$ cat config.mk
export PLATFORM = sky130hd
export DESIGN_NAME = if_fetch_queue_flat
export DESIGN_NICKNAME = d
export VERILOG_FILES = /design/src/rtl/if_fetch_queue_if.sv /design/src/rtl/if_fetch_queue.sv /design/src/flat_wrapper.sv
export SDC_FILE = /design/constraint.sdc
export NUM_CORES = 1
export LEC_CHECK = 0
export BUFFER_PORTS_ARGS = -buffer_cell sky130_fd_sc_hd__buf_2
export CELL_PAD_IN_SITES_DETAIL_PLACEMENT = 0
export CELL_PAD_IN_SITES_GLOBAL_PLACEMENT = 1
export CORE_ASPECT_RATIO = 1.75
export CORE_MARGIN = 2
export CORE_UTILIZATION = 39
export DETAILED_ROUTE_END_ITERATION = 8
export PLACE_DENSITY_LB_ADDON = 0.05
export SETUP_SLACK_MARGIN = 0.05
export SLEW_MARGIN = 20
export SYNTH_ARGS = -nofsm -noshare
export SYNTH_HDL_FRONTEND = slang
export SYNTH_SLANG_ARGS = --single-unit
$ cat constraint.sdc
create_clock -name clk -period 2.9 [get_ports clk]
set_input_delay 0.145 -clock clk [delete_from_list [all_inputs] [get_ports clk]]
set_output_delay 0.145 -clock clk [all_outputs]
set_load 0.02 [all_outputs]
$ cat src/rtl/if_fetch_queue_if.sv
// rtl/if_fetch_queue_if.sv - fetch-queue bundle: PC request, imem read port, decode handshake
interface if_fetch_queue_if #(
    parameter int AW = 32,
    parameter int DW = 32
) ();
    logic [AW-1:0] pc_in;
    logic          inst_ce;
    logic          pc_stall;
    logic          imem_en;
    logic [AW-1:0] imem_addr;
    logic [DW-1:0] imem_rdata;
    logic          flush;
    logic          id_valid;
    logic          id_ready;
    logic [AW-1:0] id_pc;
    logic [DW-1:0] id_inst;

    // The fetch queue itself
    modport master (
        input  pc_in, inst_ce, imem_rdata, flush, id_ready,
        output pc_stall, imem_en, imem_addr, id_valid, id_pc, id_inst
    );

    // PC generator, instruction memory and decode as seen from outside
    modport slave (
        output pc_in, inst_ce, imem_rdata, flush, id_ready,
        input  pc_stall, imem_en, imem_addr, id_valid, id_pc, id_inst
    );
endinterface

$ cat src/rtl/if_fetch_queue.sv
// rtl/if_fetch_queue.sv - instruction fetch queue, optional FETCH_STATS_EN counters
module if_fetch_queue #(
    parameter int DEPTH = 4,
    parameter int AW    = 32,
    parameter int DW    = 32
) (
    input  logic                     clk,
    input  logic                     rst,
    if_fetch_queue_if.master         bus,
`ifdef FETCH_STATS_EN
    output logic [31:0]              stat_fetched,
    output logic [31:0]              stat_stalls,
`endif
    output logic [$clog2(DEPTH):0]   count
);
    localparam int PW = $clog2(DEPTH);
    localparam int CW = PW + 1;

    logic [PW-1:0] head;
    logic [PW-1:0] tail;
    logic          inflight;
    logic [AW-1:0] pend_pc;
    logic [AW-1:0] pc_mem   [DEPTH];
    logic [DW-1:0] inst_mem [DEPTH];

    logic          issue;
    logic          capture;
    logic          pop;
    logic [CW:0]   credit_used;

    // Credit check from registered state only, plus issue/capture/pop qualifiers
    always_comb begin
        credit_used   = {1'b0, count} + {{CW{1'b0}}, inflight};
        bus.pc_stall  = (credit_used >= (CW + 1)'(DEPTH));
        issue         = bus.inst_ce & ~bus.pc_stall & ~bus.flush & ~rst;
        capture       = inflight & ~bus.flush;
        bus.id_valid  = (count != '0);
        pop           = bus.id_valid & bus.id_ready & ~bus.flush;
        bus.imem_en   = issue;
        bus.imem_addr = bus.pc_in;
        bus.id_pc     = pc_mem[head];
        bus.id_inst   = inst_mem[head];
    end

    // Pointers, occupancy and the single outstanding-request tracker
    always_ff @(posedge clk or posedge rst) begin
        if (rst) begin
            head     <= '0;
            tail     <= '0;
            count    <= '0;
            inflight <= 1'b0;
            pend_pc  <= '0;
        end else begin
            inflight <= issue;
            if (issue) begin
                pend_pc <= bus.pc_in;
            end
            if (bus.flush) begin
                head  <= '0;
                tail  <= '0;
                count <= '0;
            end else begin
                if (capture) begin
                    tail <= tail + PW'(1);
                end
                if (pop) begin
                    head <= head + PW'(1);
                end
                case ({capture, pop})
                    2'b10:   count <= count + CW'(1);
                    2'b01:   count <= count - CW'(1);
                    default: count <= count;
                endcase
            end
        end
    end

    // Entry storage; contents need no reset because count gates visibility
    always_ff @(posedge clk) begin
        if (capture) begin
            pc_mem[tail]   <= pend_pc;
            inst_mem[tail] <= bus.imem_rdata;
        end
    end

`ifdef FETCH_STATS_EN
    // Capture and stall counters; only rst clears them, flush leaves them alone
    always_ff @(posedge clk or posedge rst) begin
        if (rst) begin
            stat_fetched <= '0;
            stat_stalls  <= '0;
        end else begin
            if (capture) begin
                stat_fetched <= stat_fetched + 32'd1;
            end
            if (bus.inst_ce & bus.pc_stall) begin
                stat_stalls <= stat_stalls + 32'd1;
            end
        end
    end
`endif

endmodule
$ cat src/flat_wrapper.sv
// flat-port wrapper written by rule: the top's interface ports become plain ports
module if_fetch_queue_flat 
#(
    parameter int DEPTH = 4,
    parameter int AW    = 32,
    parameter int DW    = 32
)
  (clk, rst, count, bus_pc_in, bus_inst_ce, bus_imem_rdata, bus_flush, bus_id_ready, bus_pc_stall, bus_imem_en, bus_imem_addr, bus_id_valid, bus_id_pc, bus_id_inst);
  if_fetch_queue_if #(.AW(AW), .DW(DW)) bus_i ();
  input  logic clk;
  input  logic rst;
  output logic [$clog2(DEPTH):0] count;
  input wire logic [$bits(bus_i.pc_in)-1:0] bus_pc_in;
  input wire logic [$bits(bus_i.inst_ce)-1:0] bus_inst_ce;
  input wire logic [$bits(bus_i.imem_rdata)-1:0] bus_imem_rdata;
  input wire logic [$bits(bus_i.flush)-1:0] bus_flush;
  input wire logic [$bits(bus_i.id_ready)-1:0] bus_id_ready;
  output wire logic [$bits(bus_i.pc_stall)-1:0] bus_pc_stall;
  output wire logic [$bits(bus_i.imem_en)-1:0] bus_imem_en;
  output wire logic [$bits(bus_i.imem_addr)-1:0] bus_imem_addr;
  output wire logic [$bits(bus_i.id_valid)-1:0] bus_id_valid;
  output wire logic [$bits(bus_i.id_pc)-1:0] bus_id_pc;
  output wire logic [$bits(bus_i.id_inst)-1:0] bus_id_inst;
  assign bus_i.pc_in = bus_pc_in;
  assign bus_i.inst_ce = bus_inst_ce;
  assign bus_i.imem_rdata = bus_imem_rdata;
  assign bus_i.flush = bus_flush;
  assign bus_i.id_ready = bus_id_ready;
  assign bus_pc_stall = bus_i.pc_stall;
  assign bus_imem_en = bus_i.imem_en;
  assign bus_imem_addr = bus_i.imem_addr;
  assign bus_id_valid = bus_i.id_valid;
  assign bus_id_pc = bus_i.id_pc;
  assign bus_id_inst = bus_i.id_inst;
  if_fetch_queue #(.DEPTH(DEPTH), .AW(AW), .DW(DW)) u_core (.clk(clk), .rst(rst), .bus(bus_i), .count(count));
endmodule
==> After elaboration in Yosys (flattened, before gate mapping) <==
Memories as Yosys holds them, arrays and structs flattened.
Index checks and enable logic that the tools add are counted.
{ "op_classes": {"order_cmp": 1, "muxes": 8, "n_addsub": 5, "n_reduce_logical": 4, "bitwise": 9, "eq_ne": 2} }
{ "op_table": {"columns": ["operator", "n"], "rows": [
  ["$mux 2", 4],
  ["$and 1x1->1", 6],
  ["$pmux 3 s2", 1],
  ["$reduce_bool 3->1", 2],
  ["$add 2x1->2 const B", 2],
  ["$add 3x1->4", 1],
  ["$ge 4x3->1 const B", 1],
  ["$reduce_bool 2->1", 2],
  ["$add 3x1->3 const B", 1],
  ["$mux 3", 1],
  ["$not 1->1", 3],
  ["$sub 3x1->3 const B", 1],
  ["$eq 2x1->1 const B", 1],
  ["$eq 2x2->1 const B", 1],
  ["$mux 1", 2]
]} }
{ "word_totals": {"mem_bits_rw": 256, "mem_count": 2, "reg_bits": 40, "word_cells": 36, "in_bits": 69} }
{ "mem_list": {"columns": ["name", "depth", "width", "read_ports", "rd_clocked_by_memory_dff", "wr", "line", "text"], "rows": [
  ["u_core.inst_mem", 4, 32, 1, 0, 1, "if_fetch_queue.sv:24", "logic [DW-1:0] inst_mem [DEPTH];"],
  ["u_core.pc_mem", 4, 32, 1, 0, 1, "if_fetch_queue.sv:23", "logic [AW-1:0] pc_mem [DEPTH];"]
]} }

==> Longest topological paths before layout <==
Gate-level depths: netlist of the first run.
{ "depth": {"word_depth": 6, "depth_mapped": 6} }

==> Worst setup path before layout of the first run <==
OpenSTA, ideal clock, no wires.
{ "synth_timing": {"path_type": "register to register", "from": "register u_core.inflight", "to": "memory u_core.inst_mem[1][0] (enable)", "setup_time_ps": 429, "n_path_buf": 1, "arrival_ps": 2248, "required_ps": 2471, "slack_ps": 223, "stages_incl_launch_ff": 4, "cell_sequence": "dfrtp_1 -> buf_2 -> and2b_1 -> and2_1"} }
{ "synth_between": {"elab_chain_len": 3} }
{ "synth_rtl": {"columns": ["element", "line", "text"], "rows": [
  ["from (decl)", "if_fetch_queue.sv:21", "logic inflight;"],
  ["from (signal assigned)", "if_fetch_queue.sv:54", "inflight <= issue;"],
  ["$and 1x1->1", "if_fetch_queue.sv:36", "capture = inflight & ~bus.flush;"],
  ["$mux 1", "if_fetch_queue.sv:80", "if (capture) begin"],
  ["$mux 1 (implied by the code)", "if_fetch_queue.sv:82", "inst_mem[tail] <= bus.imem_rdata;"],
  ["to (decl)", "if_fetch_queue.sv:24", null]
]} }
Every way passes these cells.

==> Final worst setup path of the first run <==
{ "layout_timing": {"from": "register u_core.head[0]", "to": "output bus_id_pc[17]"} }
{ "layout_between": {"elab_chain_len": 1} }
{ "layout_rtl": {"columns": ["element", "line", "text"], "rows": [
  ["from (decl)", "if_fetch_queue.sv:19", "logic [PW-1:0] head;"],
  ["from (signal assigned)", "if_fetch_queue.sv:67", "head <= head + PW'(1);"],
  ["$mem_v2 4x32", null, null],
  ["to (decl)", "flat_wrapper.sv:22", "output wire logic [$bits(bus_i.id_pc)-1:0] bus_id_pc;"]
]} }
Every way passes these cells.

==> flow_summary.ini, run 1 <==
[synth]
synthFlopType = edfxtp_1
synth_area_leaders = edfxtp_1 (68%), mux4_2 (13%), dfrtp_1 (8.8%), mux2_4 (3.8%), buf_4 (2.5%)
ys_async_sr_fraction = 0.135
netlist_instances = 490
yosysTopAreaCellShare = 0.680
synth.distinct_cells = 34
synth_nets = 564
yosysMostFrequentCell = edfxtp_1
synth-seq-area-share = 0.768
synth_commonest_cells = edfxtp_1 (256), mux4_2 (64), dfrtp_1 (40)
yosys_warnings = 0
yosys_register_bits = 296
syn_area_sq_um = 11300
synth_area_per_cell_sq_um = 23.1
synth_edf_count = 256
synth_top_area_cell = edfxtp_1

[critical_path]
setup.worst_path.start = u_core.head[0]
regToRegStartpoint = u_core.count[0]
slowest_delay_ns = 0.82
cp-start-kind = register
cpLargestDelayFamily = flip-flops
critPathKind = reg2out
crit_chain = buf_4 -> mux4_2 -> buf_2
path_buf_inv = 2
end_kind = primary output
cp_max_fo = 28
cp.required_ns = 2.76
crit_arrival_ns = 2.44
critPathSlowestCell = dfrtp_4

[timing]
period_minus_slack_ns = 2.59
finalClockSkew_ns = 0.0145
setup_tns_ns = 0
worst_pin_slew_ns = 0.812
slew_headroom = 0.458
slew_violations = 0
final_hold_viol_count = 0
fin_crit_sh = 0.893
setup-violations-final = 0
rsz0062_at_grt = no
max_freq_mhz = 386

[floorplanning]
fp.coreArea_sq_um = 28600
initial_utilization = 0.395
dieArea_sq_um = 30400
die_w_um = 133
rows = 82
num_io_pins = 171
fp.dieH_um = 229

[finish]
drive_gt1_frac = 0.447
final_nets = 794
stdcell_count = 1118
area_growth_syn_to_layout_pct = 23.9
antenna_cells = 0
seqCellArea_sq_um = 8700
nFillCells = 2371
multi_input_area_sq_um = 2240
fin_area_sq_um = 14000

[place]
place_area_sq_um = 12500
io_buffers = 170
dp_hpwl_um = 13800
dp_cells = 1002
finalWeightedCongestion = 0.709

[routing]
final_antenna_net_count = 0
num_vias = 5452
post_drt_wl_per_cell_um = 21.0
drt_iter0_drc = 302
route.detailed.drc = 0
first_pass_iters = 4
viasPerCell = 4.88
routed_wl_um = 23500

[hold_path]
holdCritStartpoint = bus_inst_ce
hold_class = in2reg

[clock_network]
cts_tree = done
cts_made_buffers = 27
cts_max_level = 1
clk_latency_ns = 0.54
clk_transition_reported_paths_ns = 0.06
clk_path_buf_depth = 3
clock-sinks = 296
cts_root_buf = clkbuf_16
postCtsSetupRepairBufs = 0

[power]
leakage_nw = 5.05
ir_drop_v = 0.000434
powerDensity_nw_per_um2 = 776

[global_route]
grt_pass1_vias = 5940
grt_use_total = 0.154
grt_overflow = 0
antenna_found_initial = 0
grt_max_degree = 48
grt_pass1_wl_um = 35500

[status]
status = finished clean

[flow_run]
cap_violations = 0
## layout make-up
| cell class | instances | share of cell area |
|---|---|---|
| Clock buffer | 42 | 0.0579 |
| Inverter | 6 | 0.00161 |
| Clock inverter | 7 | 0.00446 |
| Timing Repair Buffer | 252 | 0.122 |
| Tap cell | 378 | 0.0337 |
| Sequential cell | 296 | 0.620 |
| Multi-Input combinational cell | 137 | 0.160 |
## power breakdown
group          internal (mW)  total, mW  leakage (nW)  switching [mW]
clock network           2.01       3.49         0.434            1.48
registers               5.01       5.34          2.79           0.332
logic                   1.04       2.05          1.82            1.01
total                   8.06       10.9          5.05            2.82
## worst reg2reg max path: cells and delay by family, from the launching register on
kind	cells	cell delay, ns
compound gates	3	0.92
fa+ha+maj	1	0.42
flops	1	0.49
simple gates	2	0.26
## final timing paths
| check | to | slack (ns) | cells past startpoint |
|---|---|---|---|
| min reg2reg | u_core.pc_mem[3][7] | 0.52 | 0 |
| min in group asynchronous | u_core.pend_pc[10] | 0.33 | 3 |
| min | u_core.pend_pc[7] | 0.17 | 3 |
| max | bus_id_pc[17] | 0.31 | 3 |
| max in group asynchronous | u_core.pend_pc[11] | 1.90 | 4 |
| max reg2reg | u_core.count[2] | 0.69 | 6 |
## placed cells by master (no fill, tap or decap), types with 2 or more instances in the layout
master and instances:
and2_4 4, xnor2_1 3, a221oi_1 2, buf_12 6, clkbuf_8 8, dfrtp_4 2
inv_1 5, buf_4 9, mux2_4 29, edfxtp_1 256, dfrtp_1 38, mux4_2 64
mux2_2 3, dlygate4sd3_1 67, clkinv_2 4, ha_1 4, clkbuf_1 7, buf_2 170
xor2_1 2, nor2_1 8, nor3_1 2, clkbuf_16 27
## kinds of logic (layout without fill, tap and decap cells)
family | after synthesis | after routing | synth area share
flip-flops | 296 | 296 | 0.768
XOR/XNOR | 5 | 5 | 0.00387
AND/OR/NAND/NOR | 21 | 21 | 0.0110
multiplexers | 97 | 97 | 0.170
adder cells (fa/ha/maj) | 5 | 5 | 0.00619
buffers and inverters | 57 | 307 | 0.0346
AO/OA/AOI/OAI | 9 | 9 | 0.00653
## repair_timing
item,in CTS,in global routing
hold buffers,67,0
endpoints found under the hold margin,197,0
gates resized for setup,0,0
## sequential cells by signal, summed over array words and instances, names as in the netlist
signal	flops
u_core.tail	2
u_core.inst_mem	128
u_core.pc_mem	128
u_core.pend_pc	32
u_core.count	3
u_core.inflight	1
u_core.head	2
## per-layer routing
metal	up-vias	global-route usage	wire, um
met3	29	0.0259	1080
met2	140	0.277	12400
li1	2426	-	-
met4	0	0.0494	490
met1	2857	0.190	9500
met5	-	0	0
## through the flow
stage	util	setup WS (ns)	power, mW	hold slack (ns)
4_1_cts	0.490	0.200	11.1	0.146
3_5_place_dp	0.436	0.687	7.47	0.365
3_3_place_gp	0.436	0.786	7.42	0.356
6_report	0.490	0.311	10.9	0.168
5_1_grt	0.490	0.139	11.4	0.170
2_1_floorplan	-	0.223	6.81	0.244
No activity file was read; power rests on OpenSTA's default activity.
==> inputs of run 2 (changes only) <==
--- a/config.mk
+++ b/config.mk
@@ -10,7 +10,7 @@
 export CELL_PAD_IN_SITES_GLOBAL_PLACEMENT = 1
 export CORE_ASPECT_RATIO = 1.75
 export CORE_MARGIN = 2
-export CORE_UTILIZATION = 39
+export CORE_UTILIZATION = 35
 export DETAILED_ROUTE_END_ITERATION = 8
 export PLACE_DENSITY_LB_ADDON = 0.05
 export SETUP_SLACK_MARGIN = 0.05
==> run 2 against run 1 <==
Against the previous run:
- first-iteration DRC count is 27% lower
- cell count up 1.8%
- non-clock buffer count shrank 2
- setup slack worse by 0.059 ns
- die area up 11%
- clock skew down 0.0075 ns
- clock power about the same
- via count rose by 1.1%
- fmax down 2.2%
- count of clock-buffer cells in the layout increased by 2
- utilization decreased by 5.1 points
- highest routed layer unchanged
==> flow_summary.ini, run 2 (same netlist as run 1, synthesis figures left out) <==
[status]
status = finished clean

[routing]
final_antenna_net_count = 0
num_vias = 5511
met2_length_um = 13200
viasPerCell = 4.84
met1_length_um = 9450
route.detailed.drc = 0
post_drt_wl_per_cell_um = 21.3
drt_iter0_drc = 221
routed_wl_um = 24200
wl_met3_um = 999
first_pass_iters = 4
top_layer = met4

[clock_network]
cts_made_buffers = 28
cts_max_level = 1
clk_transition_reported_paths_ns = 0.06
clk_path_buf_depth = 3
clock-sinks = 296
cts_tree = done
clk_latency_ns = 0.54
cts_root_buf = clkbuf_16

[place]
io_buffers = 170
dp_cells = 1021
place_area_sq_um = 12500
finalWeightedCongestion = 0.708
dp_hpwl_um = 14100

[timing]
final_hold_viol_count = 0
slew_violations = 0
setup_tns_ns = 0
finalClockSkew_ns = 0.00698
fin_crit_sh = 0.913
slew_headroom = 0.439
rsz0062_at_grt = no
max_freq_mhz = 378
worst_pin_slew_ns = 0.841
setup-violations-final = 0
period_minus_slack_ns = 2.65

[critical_path]
crit_chain = o31ai_2 -> nor3_1 -> fa_1 -> a221oi_1 -> a31oi_1 -> dlygate4sd3_1
crit_arrival_ns = 3.07
regToRegStartpoint = u_core.count[0]
end_kind = register
cpLargestDelayFamily = compound AO/OA/AOI/OAI gates
cp-start-kind = register
cp_max_fo = 8
path_buf_inv = 1
cp.required_ns = 3.32
slowest_delay_ns = 0.57
critPathKind = reg2reg
setup.worst_path.start = u_core.count[0]
critPathSlowestCell = dlygate4sd3_1

[finish]
stdcell_count = 1138
multi_input_area_sq_um = 2250
mostFrequentLayoutCells = edfxtp_1 (256), buf_2 (170), dlygate4sd3_1 (68)
fin_area_sq_um = 14000
nFillCells = 2844
seqCellArea_sq_um = 8700
drive_gt1_frac = 0.440
reg.largest.list = u_core.inst_mem (128), u_core.pc_mem (128), u_core.pend_pc (32)
final_nets = 793
antenna_cells = 0
area_growth_syn_to_layout_pct = 24.2
final_common_cell = edfxtp_1
utilization = 0.439

[flow_run]
cap_violations = 0

[hold_path]
holdCritStartpoint = bus_inst_ce
hold_class = in2reg

[floorplanning]
die_w_um = 140
fp.coreArea_sq_um = 32000
dieArea_sq_um = 33800
fp.dieH_um = 242
rows = 87
num_io_pins = 171
initial_utilization = 0.353

[global_route]
antenna_found_initial = 0
grt_pass1_wl_um = 36600
grt_overflow = 0
grt_use_total = 0.143
grt_max_degree = 47
grt_pass1_vias = 6116

[power]
ir_drop_v = 0.000546
powerDensity_nw_per_um2 = 777
leakage_nw = 5.03
run 2: report_power, final:
group	total, mW	switching [mW]	leakage (nW)	internal [mW]
clock network	3.51	1.49	0.427	2.02
registers	5.31	0.302	2.79	5.01
logic	2.10	1.05	1.82	1.05
total	10.9	2.84	5.03	8.07
run 2: timing repair:
item / in CTS / in global routing
setup endpoints to repair: 0 / 1
hold buffers: 68 / 0
endpoints found under the hold margin: 195 / 0
gates resized for setup: 0 / 1
setup buffers: 0 / 0
run 2: per-stage QoR:
step	worst slack, ns	hold WS, ns	power, mW
final	0.252	0.196	10.9
after global routing	0.170	0.212	11.4
after CTS	0.190	0.183	11.1
after detailed placement	0.691	0.364	7.48
after global placement	0.820	0.355	7.42
after floorplan	0.223	0.244	6.81
run 2: area by class of cell:
class	count	share of cell area
well taps	400	0.0356
multi-input cells	137	0.160
flip-flops and latches	296	0.619
clock buffers	44	0.0585
repair buffers	250	0.122
clock inverters	5	0.00347
inverters	6	0.00160
run 2: worst paths after layout:
| path | endpoint | slack (ns) | cells past startpoint |
|---|---|---|---|
| hold / removal | u_core.pend_pc[0] | 0.20 | 3 |
| max in group asynchronous | u_core.pend_pc[26] | 1.85 | 4 |
| hold reg to reg | u_core.pc_mem[0][23] | 0.52 | 0 |
| setup reg to reg | u_core.count[1] | 0.25 | 6 |
| min in group asynchronous | u_core.count[2] | 0.33 | 3 |
| setup / recovery | u_core.count[1] | 0.25 | 6 |
run 2: metal layers:
metal	up-vias	GRT usage
met5	-	0
met4	0	0.0429
met3	28	0.0218
met2	143	0.267
met1	2908	0.168
li1	2432	-
run 2: worst reg2reg max path, delay by kind of cell, from the launching register on:
| family | cells | cell delay, ns |
|---|---|---|
| buf+inv | 1 | 0.57 |
| compound gates | 3 | 0.86 |
| flops | 1 | 0.49 |
| fa+ha+maj | 1 | 0.50 |
| simple gates | 1 | 0.11 |
==> inputs of run 3 (changes only) <==
--- a/config.mk
+++ b/config.mk
@@ -5,6 +5,7 @@
 export SDC_FILE = /design/constraint.sdc
 export NUM_CORES = 1
 export LEC_CHECK = 0
+export ABC_AREA = 1
 export BUFFER_PORTS_ARGS = -buffer_cell sky130_fd_sc_hd__buf_2
 export CELL_PAD_IN_SITES_DETAIL_PLACEMENT = 0
 export CELL_PAD_IN_SITES_GLOBAL_PLACEMENT = 1
==> run 3 against run 2 <==
Against the previous run:
- clock skew increased by 0.024 ns
- register-to-register slack improved by 0.75 ns
- clock power is essentially flat
- global-route usage grew 2.4 points
- area after synthesis grew 1.7%
- final area increased by 0.70%
- critical path type is now reg2out
- largest cell class unchanged
==> flow_summary.ini, run 3 <==
[synth]
synth_edf_count = 256
synthFlopType = edfxtp_1
yosys_register_bits = 296
synth_top_area_cell = edfxtp_1
yosysTopAreaCellShare = 0.668
synth_commonest_cells = edfxtp_1 (256), o21ai_0 (150), nor2_1 (135)
netlist_instances = 855
synth.distinct_cells = 27
ys_async_sr_fraction = 0.135
synth-seq-area-share = 0.756
synth_nets = 929
synth_area_leaders = edfxtp_1 (67%), dfrtp_1 (8.7%), o21ai_0 (6.5%), nor2_1 (4.4%), o22ai_1 (3.5%)
yosysMostFrequentCell = edfxtp_1
syn_area_sq_um = 11500
yosys_warnings = 0
synth_area_per_cell_sq_um = 13.5

[routing]
viasPerCell = 4.91
num_vias = 7278
route.detailed.drc = 0
routed_wl_um = 28600
drt_iter0_drc = 275
first_pass_iters = 5
final_antenna_net_count = 0
post_drt_wl_per_cell_um = 19.3

[global_route]
grt_pass1_vias = 7591
grt_pass1_wl_um = 43600
grt_use_total = 0.167
met1_usage = 0.196
grtUsageMet2 = 0.314
grt_overflow = 0
antenna_found_initial = 0
busiest_layer = met2
grt_max_degree = 79
grt_util_met3 = 0.0189

[critical_path]
setup.worst_path.start = u_core.head[1]
end_kind = primary output
cp_max_fo = 65
r2r_slack_ns = 1.00
r2r_end = u_core.head[0]
slowest_delay_ns = 0.64
crit_chain = buf_4 -> o21ai_0 -> o22ai_1 -> buf_2
crit_arrival_ns = 2.30
critPathKind = reg2out
ff2ff_path_depth = 4
critPathSlowestCell = buf_4
cp.required_ns = 2.76
regToRegStartpoint = u_core.head[0]
worst-path-stages = 4
cp-start-kind = register
path_buf_inv = 2
cp-endpoint = bus_id_pc[10]
cpLargestDelayFamily = buffers and inverters

[timing]
final_hold_viol_count = 0
finalClockSkew_ns = 0.0311
whs_ns = 0.297
fin_crit_sh = 0.843
max_freq_mhz = 409
slew_violations = 0
period_minus_slack_ns = 2.45
worst_pin_slew_ns = 0.824
rsz0062_at_grt = no
setup-violations-final = 0
slew_headroom = 0.451

[clock_network]
clk_transition_reported_paths_ns = 0.07
cts_root_buf = clkbuf_16
clk_path_buf_depth = 3
clk_latency_ns = 0.56
cts_tree = done
cts_max_level = 1
cts_made_buffers = 28
clock-sinks = 296

[finish]
drive_gt1_frac = 0.236
reg.largest.list = u_core.inst_mem (128), u_core.pc_mem (128), u_core.pend_pc (32)
final_nets = 1133
area_growth_syn_to_layout_pct = 23.0
antenna_cells = 0
fin_area_sq_um = 14100
multi_input_area_sq_um = 2270
mostFrequentLayoutCells = edfxtp_1 (256), buf_2 (170), o21ai_0 (150)
final_common_cell = edfxtp_1
nFillCells = 2993
seqCellArea_sq_um = 8690

[power]
total_power_mw = 9.14
leakage_nw = 5.27
powerDensity_nw_per_um2 = 646
ir_drop_v = 0.000432

[floorplanning]
dieArea_sq_um = 34400
rows = 87
fp.coreArea_sq_um = 32300
num_io_pins = 171
fp.dieH_um = 244
initial_utilization = 0.356
die_w_um = 141

[place]
dp_hpwl_um = 16100
io_buffers = 170
place_area_sq_um = 12600
finalWeightedCongestion = 0.717

[flow_run]
cap_violations = 0

[status]
status = finished clean

[hold_path]
hold_class = in2reg
[run 3: per-layer routing]
layer / vias to the layer above / wire [um]
li1: 3475 / -
met1: 3594 / 11400
met2: 168 / 15400
met3: 41 / 1050
met4: 0 / 681
met5: - / 0
[run 3: logic make-up after synthesis]
logic type / count (synthesis) / share of synthesized area
AO/OA/AOI/OAI: 230 / 0.107
XOR/XNOR: 1 / 0.000762
flip-flops: 296 / 0.756
adder cells (fa/ha/maj): 5 / 0.00609
buffers and inverters: 98 / 0.0500
AND/OR/NAND/NOR: 225 / 0.0802
[run 3: report_power, final]
group	total (mW)	internal, mW	switching [mW]
Clock	3.51	1.98	1.53
Sequential	4.90	4.80	0.0997
Combinational	0.726	0.262	0.464
[run 3: worst min-delay path, cell delays in order]
cell and delay [ns]:
buf_2 0.12, nand3_4 0.34, o21ai_0 0.15, nand2_1 0.06
[run 3: layout make-up]
| class | instances | share of cell area |
|---|---|---|
| inverters | 15 | 0.00416 |
| multi-input cells | 461 | 0.160 |
| clock inverters | 8 | 0.00540 |
| flip-flops and latches | 296 | 0.615 |
| repair buffers | 257 | 0.124 |
| clock buffers | 44 | 0.0566 |
| well taps | 400 | 0.0354 |
[run 3: worst min-delay path by stage]
stage | depth (start not counted) | startpoint | to
3_5_place_dp | 1 | bus_imem_rdata[8] | u_core.inst_mem[0][8]
3_3_place_gp | 3 | bus_pc_in[11] | u_core.pend_pc[11]
6_report | 4 | bus_inst_ce | u_core.pend_pc[31]
5_1_grt | 2 | bus_imem_rdata[19] | u_core.inst_mem[3][19]
2_1_floorplan | 1 | bus_flush | u_core.head[0]
4_1_cts | 4 | bus_pc_in[16] | u_core.pend_pc[16]
[run 3: what timing repair did]
action / CTS / global route
gates resized for setup: 0 / 0
endpoints found under the hold margin: 207 / 0
hold buffers: 68 / 0
setup buffers: 0 / 0
endpoints found under the setup margin: 0 / 0
[run 3: metrics by stage]
step | TNS, ns | instances | setup WS (ns) | util
3_3_place_gp | 0 | 1361 | 1.00 | 0.389
6_report | 0 | 1481 | 0.454 | 0.438
3_5_place_dp | 0 | 1361 | 0.977 | 0.389
5_1_grt | 0 | 1481 | 0.251 | 0.438
2_1_floorplan | -224.18 | 855 | -0.902 | -
4_1_cts | 0 | 1481 | 0.381 | 0.438
